`src/rtl/pipe_scheduler_if.sv`:
```
`default_nettype none
// ============================================================================
//  Module   : pipe_scheduler_if
//  Brief    : Control/status bundle between the game front end and the
//             pipe scheduler (tick, button, collision, PRNG in; state,
//             pipe pool and score out).
//  Revision : 1.0 - initial release
// ============================================================================
interface pipe_scheduler_if #(
    parameter int NUM_PIPES = 3,
    parameter int SCORE_W   = 8
) ();
    logic                     tick;
    logic                     start_button;
    logic                     collided;
    logic [9:0]               rand_y;
    logic [1:0]               state;
    logic [NUM_PIPES-1:0]     pipe_active;
    logic [10*NUM_PIPES-1:0]  pipe_x;
    logic [10*NUM_PIPES-1:0]  pipe_y;
    logic [SCORE_W-1:0]       score;
    logic                     score_pulse;

    modport master (
        output tick, start_button, collided, rand_y,
        input  state, pipe_active, pipe_x, pipe_y, score, score_pulse
    );

    modport slave (
        input  tick, start_button, collided, rand_y,
        output state, pipe_active, pipe_x, pipe_y, score, score_pulse
    );
endinterface
`default_nettype wire

```
`src/rtl/pipe_scheduler.sv`:
```
`default_nettype none
// ============================================================================
//  Module   : pipe_scheduler
//  Brief    : Play/game-over sequencer owning a pool of obstacle pipe slots.
//             Spawns, advances, retires and scores pipes on each frame tick.
//  Revision : 1.0 - initial release
// ============================================================================
module pipe_scheduler #(
    parameter int NUM_PIPES      = 3,
    parameter int PIPE_SPEED     = 4,
    parameter int SPAWN_INTERVAL = 60,
    parameter int PIPE_X_START   = 640,
    parameter int PIPE_WIDTH     = 40,
    parameter int BIRD_X         = 100,
    parameter int PIPE_GAP       = 100,
    parameter int SCORE_W        = 8
) (
    input  logic              clk,
    input  logic              reset,
    pipe_scheduler_if.slave   bus
);

    localparam int CNT_W = (SPAWN_INTERVAL > 1) ? $clog2(SPAWN_INTERVAL) : 1;

    localparam logic [1:0] c_st_idle = 2'b00;
    localparam logic [1:0] c_st_play = 2'b01;
    localparam logic [1:0] c_st_over = 2'b10;

    localparam logic [9:0]         c_x_start = 10'(PIPE_X_START);
    localparam logic [9:0]         c_speed   = 10'(PIPE_SPEED);
    localparam logic [10:0]        c_width   = 11'(PIPE_WIDTH);
    localparam logic [10:0]        c_bird_x  = 11'(BIRD_X);
    localparam logic [9:0]         c_y_min   = 10'(PIPE_GAP);
    localparam logic [9:0]         c_y_max   = 10'(479 - PIPE_GAP);
    localparam logic [CNT_W-1:0]   c_reload  = CNT_W'(SPAWN_INTERVAL - 1);
    localparam logic [SCORE_W+3:0] c_score_max = {4'b0000, {SCORE_W{1'b1}}};

    logic [1:0]                  r_state;
    logic                        r_start_q;
    logic [NUM_PIPES-1:0]        r_active;
    logic [NUM_PIPES-1:0]        r_scored;
    logic [NUM_PIPES-1:0][9:0]   r_x;
    logic [NUM_PIPES-1:0][9:0]   r_y;
    logic [SCORE_W-1:0]          r_score;
    logic                        r_score_pulse;
    logic [CNT_W-1:0]            r_spawn_cnt;

    logic                        w_start_edge;
    logic [9:0]                  w_y_clamp;
    logic [NUM_PIPES-1:0]        w_active_nx;
    logic [NUM_PIPES-1:0]        w_scored_nx;
    logic [NUM_PIPES-1:0][9:0]   w_x_nx;
    logic [NUM_PIPES-1:0][9:0]   w_y_nx;
    logic [3:0]                  w_hits;
    logic                        w_spawned;
    logic [SCORE_W+3:0]          w_score_sum;
    logic [SCORE_W-1:0]          w_score_nx;

    assign w_start_edge = bus.start_button & ~r_start_q;

    assign w_y_clamp = (bus.rand_y < c_y_min) ? c_y_min :
                       (bus.rand_y > c_y_max) ? c_y_max : bus.rand_y;

    // Next-state of the pipe pool for one PLAY tick: move/retire, score, spawn.
    always_comb begin
        w_active_nx = r_active;
        w_scored_nx = r_scored;
        w_x_nx      = r_x;
        w_y_nx      = r_y;
        w_hits      = 4'd0;
        w_spawned   = 1'b0;

        for (int i = 0; i < NUM_PIPES; i++) begin
            if (r_active[i]) begin
                if (r_x[i] <= c_speed) begin
                    w_active_nx[i] = 1'b0;
                    w_scored_nx[i] = 1'b0;
                    w_x_nx[i]      = c_x_start;
                    w_y_nx[i]      = 10'd0;
                end else begin
                    w_x_nx[i] = r_x[i] - c_speed;
                    if (!r_scored[i] && (({1'b0, w_x_nx[i]} + c_width) < c_bird_x)) begin
                        w_scored_nx[i] = 1'b1;
                        w_hits         = w_hits + 4'd1;
                    end
                end
            end
        end

        // Only slots that were already free before this tick are eligible,
        // so a slot retired on this tick waits for the next one.
        if (r_spawn_cnt == '0) begin
            for (int i = 0; i < NUM_PIPES; i++) begin
                if (!r_active[i] && !w_spawned) begin
                    w_spawned      = 1'b1;
                    w_active_nx[i] = 1'b1;
                    w_scored_nx[i] = 1'b0;
                    w_x_nx[i]      = c_x_start;
                    w_y_nx[i]      = w_y_clamp;
                end
            end
        end

        w_score_sum = {4'b0000, r_score} + {{SCORE_W{1'b0}}, w_hits};
        w_score_nx  = (w_score_sum > c_score_max) ? {SCORE_W{1'b1}}
                                                  : w_score_sum[SCORE_W-1:0];
    end

    // Game state machine and registered pool/score update.
    always_ff @(posedge clk) begin
        if (reset) begin
            r_state       <= c_st_idle;
            r_start_q     <= 1'b1;
            r_active      <= '0;
            r_scored      <= '0;
            r_x           <= {NUM_PIPES{c_x_start}};
            r_y           <= '0;
            r_score       <= '0;
            r_score_pulse <= 1'b0;
            r_spawn_cnt   <= '0;
        end else begin
            r_start_q     <= bus.start_button;
            r_score_pulse <= 1'b0;
            case (r_state)
                c_st_idle: begin
                    if (w_start_edge) begin
                        r_state     <= c_st_play;
                        r_active    <= '0;
                        r_scored    <= '0;
                        r_x         <= {NUM_PIPES{c_x_start}};
                        r_y         <= '0;
                        r_score     <= '0;
                        r_spawn_cnt <= '0;
                    end
                end
                c_st_play: begin
                    // A collision discards any tick in the same cycle.
                    if (bus.collided) begin
                        r_state <= c_st_over;
                    end else if (bus.tick) begin
                        r_active      <= w_active_nx;
                        r_scored      <= w_scored_nx;
                        r_x           <= w_x_nx;
                        r_y           <= w_y_nx;
                        r_score       <= w_score_nx;
                        r_score_pulse <= (w_hits != 4'd0);
                        r_spawn_cnt   <= (r_spawn_cnt == '0) ? c_reload
                                                             : r_spawn_cnt - CNT_W'(1);
                    end
                end
                c_st_over: begin
                    if (w_start_edge) begin
                        r_state  <= c_st_idle;
                        r_active <= '0;
                        r_scored <= '0;
                        r_x      <= {NUM_PIPES{c_x_start}};
                        r_y      <= '0;
                    end
                end
                default: r_state <= c_st_idle;
            endcase
        end
    end

    assign bus.state       = r_state;
    assign bus.pipe_active = r_active;
    assign bus.pipe_x      = r_x;
    assign bus.pipe_y      = r_y;
    assign bus.score       = r_score;
    assign bus.score_pulse = r_score_pulse;

endmodule
`default_nettype wire

```
`src/flat_wrapper.sv`:
```
// flat-port wrapper written by rule: the top's interface ports become plain ports
module pipe_scheduler_flat 
#(
    parameter int NUM_PIPES      = 3,
    parameter int PIPE_SPEED     = 4,
    parameter int SPAWN_INTERVAL = 60,
    parameter int PIPE_X_START   = 640,
    parameter int PIPE_WIDTH     = 40,
    parameter int BIRD_X         = 100,
    parameter int PIPE_GAP       = 100,
    parameter int SCORE_W        = 8
)
  (clk, reset, bus_tick, bus_start_button, bus_collided, bus_rand_y, bus_state, bus_pipe_active, bus_pipe_x, bus_pipe_y, bus_score, bus_score_pulse);
  pipe_scheduler_if #(.NUM_PIPES(NUM_PIPES), .SCORE_W(SCORE_W)) bus_i ();
  input  logic clk;
  input  logic reset;
  input wire logic [$bits(bus_i.tick)-1:0] bus_tick;
  input wire logic [$bits(bus_i.start_button)-1:0] bus_start_button;
  input wire logic [$bits(bus_i.collided)-1:0] bus_collided;
  input wire logic [$bits(bus_i.rand_y)-1:0] bus_rand_y;
  output wire logic [$bits(bus_i.state)-1:0] bus_state;
  output wire logic [$bits(bus_i.pipe_active)-1:0] bus_pipe_active;
  output wire logic [$bits(bus_i.pipe_x)-1:0] bus_pipe_x;
  output wire logic [$bits(bus_i.pipe_y)-1:0] bus_pipe_y;
  output wire logic [$bits(bus_i.score)-1:0] bus_score;
  output wire logic [$bits(bus_i.score_pulse)-1:0] bus_score_pulse;
  assign bus_i.tick = bus_tick;
  assign bus_i.start_button = bus_start_button;
  assign bus_i.collided = bus_collided;
  assign bus_i.rand_y = bus_rand_y;
  assign bus_state = bus_i.state;
  assign bus_pipe_active = bus_i.pipe_active;
  assign bus_pipe_x = bus_i.pipe_x;
  assign bus_pipe_y = bus_i.pipe_y;
  assign bus_score = bus_i.score;
  assign bus_score_pulse = bus_i.score_pulse;
  pipe_scheduler #(.NUM_PIPES(NUM_PIPES), .PIPE_SPEED(PIPE_SPEED), .SPAWN_INTERVAL(SPAWN_INTERVAL), .PIPE_X_START(PIPE_X_START), .PIPE_WIDTH(PIPE_WIDTH), .BIRD_X(BIRD_X), .PIPE_GAP(PIPE_GAP), .SCORE_W(SCORE_W)) u_core (.clk(clk), .reset(reset), .bus(bus_i));
endmodule
```
`config.mk`:
```
export PLATFORM = sky130hd
export DESIGN_NAME = pipe_scheduler_flat
export DESIGN_NICKNAME = d
export VERILOG_FILES = /design/src/rtl/pipe_scheduler_if.sv /design/src/rtl/pipe_scheduler.sv /design/src/flat_wrapper.sv
export SDC_FILE = /design/constraint.sdc
export NUM_CORES = 1
export LEC_CHECK = 0
export CORE_MARGIN = 4
export CORE_UTILIZATION = 35
export DETAILED_ROUTE_END_ITERATION = 8
export PLACE_DENSITY_LB_ADDON = 0.05
export SYNTH_ARGS = -nofsm -noshare
export SYNTH_HDL_FRONTEND = slang
export SYNTH_SLANG_ARGS = --single-unit
```
`constraint.sdc`:
```
create_clock -name clk -period 8.25 [get_ports clk]
set_input_delay 1.65 -clock clk [delete_from_list [all_inputs] [get_ports clk]]
set_output_delay 1.65 -clock clk [all_outputs]
set_load 0.1 [all_outputs]
```
# ---- Yosys cells after proc, flatten, opt, wreduce, memory -nomap -nowiden
# Cells that the tools add are included.
dict set report op_classes {
  add_sub_neg 10
  n_lt_le_gt_ge 9
  eq_ne 8
  muxes 87
  bitwise 4
  reduce_logical 22
}
# op count
set op_table {}
lappend op_table {{2-to-1 mux 30 bit} 8}
lappend op_table {{2-to-1 mux 10 bit} 20}
lappend op_table {{one-hot mux 30 bit (2 select lines)} 2}
lappend op_table {{adder 10 x 6 -> 11 bit, second input constant} 3}
lappend op_table {{< comparator 11 x 7 -> 1 bit, second input constant} 3}
lappend op_table {{2-to-1 mux 4 bit} 8}
lappend op_table {{2-to-1 mux 8 bit} 4}
lappend op_table {{<= comparator 10 x 3 -> 1 bit, second input constant} 3}
lappend op_table {{subtractor 10 x 3 -> 10 bit, second input constant} 3}
lappend op_table {{2-to-1 mux 1 bit} 26}
lappend op_table {{2-to-1 mux 6 bit} 4}
lappend op_table {{2-to-1 mux 3 bit} 7}
lappend op_table {{one-hot mux 8 bit (2 select lines)} 1}
lappend op_table {{> comparator 12 x 8 -> 1 bit, second input constant} 1}
lappend op_table {{one-hot mux 3 bit (2 select lines)} 2}
lappend op_table {{one-hot mux 6 bit (2 select lines)} 1}
lappend op_table {{> comparator 10 x 9 -> 1 bit, second input constant} 1}
lappend op_table {{< comparator 10 x 7 -> 1 bit, second input constant} 1}
lappend op_table {{adder 8 x 4 -> 9 bit} 1}
lappend op_table {{adder 4 x 1 -> 4 bit, second input constant} 2}
lappend op_table {{AND reduction 4 bit} 2}
lappend op_table {{logical NOT 1 bit} 7}
lappend op_table {{logical NOT 6 bit} 1}
lappend op_table {{2-to-1 mux 2 bit} 3}
lappend op_table {{15 further kinds} 26}
dict set report totals {
  regBits 84
  output_inout_bits 74
  elab_cells 153
}

# ---- Depth between registers and ports, before layout
dict set report logic_depth {
  word_depth 21
  ltp_mapped 19
  ltp_nobuf 18
}

# ---- Least setup slack after synthesis
# Ideal clock, no wire load.
dict set report synth_timing {
  kind {register to register}
  from {reg u_core.r_x (netlist bit u_core.bus.pipe_x[2])}
  to {reg u_core.r_score[5] (netlist: u_core.bus.score[5])}
  arrival_time_ns 4.699
  required_time_ns 8.131
  slack_ns 3.432
  path_stages_with_launch 18
  n_path_buf 0
  synth_period_minus_slack_ns 4.818
  cell_sequence {dfxtp_1 inv_1 ha_1 nor4b_1 a221oi_1 o31ai_2 nor3_4 ha_1 mux2_4 ha_1 mux2_4 ha_1 a21o_1 a21o_1 and3_1 inv_1 o21ai_0 a22o_1}
}
dict set report synth_via {
  elab_chain_len 21
  elab_cells_between_ends 22
}
# element line_no
set synth_lines {}
lappend synth_lines {{start: declaration} pipe_scheduler.sv:42} ;# logic [NUM_PIPES-1:0][9:0] r_x;
lappend synth_lines {{start signal: assignment} pipe_scheduler.sv:116} ;# r_x <= {NUM_PIPES{c_x_start}};
lappend synth_lines {{start signal: assignment} pipe_scheduler.sv:130} ;# r_x <= {NUM_PIPES{c_x_start}};
lappend synth_lines {{start signal: assignment} pipe_scheduler.sv:143} ;# r_x <= w_x_nx;
lappend synth_lines {{subtractor 10 x 3 -> 10 bit} pipe_scheduler.sv:81} ;# w_x_nx[i] = r_x[i] - c_speed;
lappend synth_lines {{adder 10 x 6 -> 11 bit} pipe_scheduler.sv:82} ;# if (!r_scored[i] && (({1'b0, w_x_nx[i]} + c_width) < c_bird_x)) begin
lappend synth_lines {{< comparator 11 x 7 -> 1 bit} pipe_scheduler.sv:82}
lappend synth_lines {{logical AND 1 bit} pipe_scheduler.sv:82}
lappend synth_lines {{2-to-1 mux 1 bit} pipe_scheduler.sv:82}
lappend synth_lines {{2-to-1 mux 4 bit (*)} pipe_scheduler.sv:75} ;# if (r_x[i] <= c_speed) begin
lappend synth_lines {{2-to-1 mux 4 bit (*)} pipe_scheduler.sv:74} ;# if (r_active[i]) begin
lappend synth_lines {{adder 4 x 1 -> 4 bit} pipe_scheduler.sv:84} ;# w_hits = w_hits + 4'd1;
lappend synth_lines {{(+5 left out)} n/a}
lappend synth_lines {{2-to-1 mux 4 bit} pipe_scheduler.sv:75}
lappend synth_lines {{2-to-1 mux 4 bit (*)} pipe_scheduler.sv:74}
lappend synth_lines {{adder 8 x 4 -> 9 bit (*)} pipe_scheduler.sv:104} ;# w_score_sum = {4'b0000, r_score} + {{SCORE_W{1'b0}}, w_hits};
lappend synth_lines {{> comparator 12 x 8 -> 1 bit} pipe_scheduler.sv:105} ;# w_score_nx = (w_score_sum > c_score_max) ? {SCORE_W{1'b1}}
lappend synth_lines {{2-to-1 mux 8 bit (*)} pipe_scheduler.sv:105}
lappend synth_lines {{2-to-1 mux 8 bit (*)} pipe_scheduler.sv:140} ;# end else if (bus.tick) begin
lappend synth_lines {{2-to-1 mux 8 bit (*)} pipe_scheduler.sv:138} ;# if (bus.collided) begin
lappend synth_lines {{one-hot mux 8 bit (2 select lines) (*)} pipe_scheduler.sv:124} ;# case (r_state)
lappend synth_lines {{end signal: assignment} pipe_scheduler.sv:145} ;# r_score <= w_score_nx;
lappend synth_lines {{end: declaration} pipe_scheduler.sv:44} ;# logic [SCORE_W-1:0] r_score;
# Mark *: on every way between the ends. The rest lies on a longest branch, timed or not. The select of a mux whose other input is x is not followed.
# A chain may end at the register's enable or synchronous reset.

# ---- Worst setup path after layout
dict set report layout_timing {
  from {reg u_core.r_x (netlist bit u_core.bus.pipe_x[2])}
  to {reg u_core.r_score[6] (netlist: u_core.bus.score[6])}
}
# Same word-level chain as after synthesis.

==> summary.txt <==
Post-synth cell types = 78
Outcome = finished, final reports clean
Reg-to-reg slack, setup = 3.88 ns
Avg Vias per Cell = 5.335
Syn-to-layout area delta = 28.85%
Adder-Cell Fraction of Synth Area = 0.04300
Final nets = 639
Boundary Pins = 89
Worst-case reg-to-reg path depth = 18
Minimum clock period = 4.373 ns
Maximum buffer depth of the clock tree = 2
Placed inst area = 5469 um^2
Die height = 121.1 um
Pleak = 2.153 nW
Area of the multi-input gates = 2575 um^2
Row cnt = 41
CP delay by family, top = adder cells
RSZ-0062 raised after global routing = no
CP Data Required Time = 8.48 ns
Hold/Removal Path Class = reg2reg
Synthesized instance count = 531
Crit path to = u_core.bus.score[6]
Actual slew at the worst max-slew pin = 1.003 ns
Crit path depth = 18
Worst VDD drop = 0.1233 mV
H-tree Lvls = 3
R2R Path End = u_core.bus.score[6]
Placer congestion estimate = 0.8372
Synth top area share = 0.3753
Slowest cell delay on critical path = 0.47 ns
Clock transition at path regs = 0.06 ns
Post-synthesis sequential area ratio = 0.3753
CTS tree = done
Post-Synth XOR/XNOR Area = 0.02150
Design area = 5773 um^2
Starting DRC count in detailed routing = 309
Max Slew Vio Count = 0
Worst hold slack = 0.4637 ns
Post-Route Setup TNS = 0 ns
Max Fanout on Critical Path = 9
First-pass iteration count of the detailed router = 4
GRT overflow = 0
Post-synthesis compound-gate area fraction = 0.2631
Core Area = 12570 um^2
CTS Hold Bufs = 0
Crit path launch type = flop
Most frequent CP cell = ha_1
Main synth FF type = dfxtp_1
Final HPWL DP = 9.071 mm
Avg Cell Area, Syn = 8.438 um^2
CP arrival = 4.61 ns
Syn nets = 560
CTS root buf = clkbuf_16
Vias in the first global route = 4002
Yosys top cell by area = dfxtp_1
Clk sinks = 84
Asr flop ratio synth = 0
Post-Route WL = 12.55 mm
Clk_lat worst skew = 0.34 ns
EDFF count, synth = 0
First-pass GRT wire length = 21.02 mm
PortBufs = 88
Crit path max-delay cell type = dfxtp_1
Global Route Usage Sum = 0.1777
Initial Util = 0.3565
Synth area leaders = dfxtp_1 38%, nor2_1 5.1%, a21oi_1 4.4%
Post-CTS resize count = 0
N_diodes = 0
Simple-gate share of the synthesized area = 0.2382
Antenna violations before repair = 0
Top-count cell post-synth = dfxtp_1
Final hold vios = 0
WP buf/inv = 2
Final setup fails = 0
Power per Cell Area = 153.3 nW/um^2
WL/cell = 15.94 um
Reg-to-Reg Start = u_core.bus.pipe_x[2]
Mux contribution to synthesized area = 0.008936
Post-CTS Setup Inserts = 0
Die width = 121.1 um
Largest family of logic cells by synthesized area = compound AO/OA/AOI/OAI gates
Total CTS buffers = 9
CP cell instances = inv_1 > ha_1 > nor4b_1 > a221oi_1 > o31ai_2 > nor3_4 > ha_1 > mux2_4 > ha_1 > mux2_4 > inv_2 > fa_1 > nor2b_1 > o21a_1 > nand3_1 > nor3b_1 > o21ai_0 > o211a_1
Final period utilization = 0.5300
Max-slew headroom = 0.3292
Full die area = 14680 um^2
Warnings, synthesis = 0
Synth Register Bits = 84
Crit path launch = u_core.bus.pipe_x[2]
Number of routed nets with antenna violations = 0
Max_cap viols = 0
Residual DRC count = 0
Critical path endpoint category = flop
Share of cells above drive strength 1 = 0.07805
Routed vias = 4199
Critical setup path kind = reg2reg
Fill count = 1241
Post-synthesis cell area = 4481 um^2
Post-synth top cells = 84 x dfxtp_1, 61 x nor2_1, 42 x nand2_1, 39 x a21oi_1, 34 x o21ai_0
Seq. cell area = 1682 um^2
Max Freq = 228.7 MHz
Clk_skew = 0.006816 ns
Largest net degree at the start of global routing = 47
## state kept, by name (all words and copies together) (netlist names)
name and flops:
u_core.bus.pipe_active 3, u_core.bus.pipe_x 30, u_core.bus.pipe_y 30, u_core.bus.score 8, u_core.bus.score_pulse 1, u_core.bus.state 2, u_core.r_scored 3, u_core.r_spawn_cnt 6
u_core.r_start_q 1
## metal layers
metal,global-route usage,wire [um]
met5,0,0
met3,0.05082,609
met1,0.2448,6077
met4,0.04482,133
met2,0.2747,5724
## worst min-delay path: cells and delay by family (launching register included)
family,cells,cell delay (ns)
simple gates,1,0.05
compound gates,1,0.05
flops,1,0.32
## how the worst min path moves through the flow
stage                                       end  cells after the start                  start  slack (ns)
after floorplan              u_core.r_scored[1]                      1     u_core.r_scored[1]        0.44
after global placement    u_core.bus.pipe_y[19]                      1  u_core.bus.pipe_y[19]        0.44
after detailed placement  u_core.bus.pipe_y[29]                      1  u_core.bus.pipe_y[29]        0.45
after CTS                  u_core.bus.pipe_y[8]                      2   u_core.bus.pipe_y[8]        0.46
after global routing       u_core.bus.pipe_y[8]                      2   u_core.bus.pipe_y[8]        0.49
final                      u_core.bus.pipe_y[8]                      2   u_core.bus.pipe_y[8]        0.46
## through the flow
stage	utilization	std cells	worst slack, ns	total power, mW
detailed placement	0.4351	771	3.860	0.4755
CTS	0.4593	787	3.837	0.8973
global route	0.4593	787	3.403	0.9190
global placement	0.4351	771	3.969	0.4754
floorplan	-	531	3.432	0.4564
finish	0.4593	787	3.877	0.8850
## power by group
group	total (mW)	switching, mW	internal [mW]
logic	0.0571	0.0377	0.0193
clock network	0.419	0.168	0.250
registers	0.409	0.00226	0.407
## final cells by class
type                            instances  area share
Clock buffer                           12     0.04443
Clock inverter                          4    0.008236
Inverter                               25     0.01625
Multi-Input combinational cell        399      0.4460
Sequential cell                        84      0.2913
Tap cell                              172     0.03728
Timing Repair Buffer                   91      0.1565
## logic make-up (layout without fill, tap and decap cells)
group,Yosys count,after routing
AO/OA/AOI/OAI,172,172
XOR/XNOR,11,11
adder cells (fa/ha/maj),15,15
buffers and inverters,48,132
flip-flops,84,84
multiplexers,3,3
AND/OR/NAND/NOR,198,198
## layout by cell type (no fill, tap or decap), drive strengths merged, types with 4 or more instances in the layout
master	count
a21oi	41
and2	11
xnor2	4
nor4	7
dfxtp	84
nand2b	6
o21bai	5
xor2	7
clkdlybuf4s50	88
nand3	9
nor2	61
nor2b	5
a22oi	20
nor3b	6
a21o	8
o21ai	36
ha	13
clkbuf	12
nand2	42
o31ai	6
inv	25
or2	8
a211oi	6
a22o	11
nor3	20
and3	6
Power figures use the tool's default switching activity.
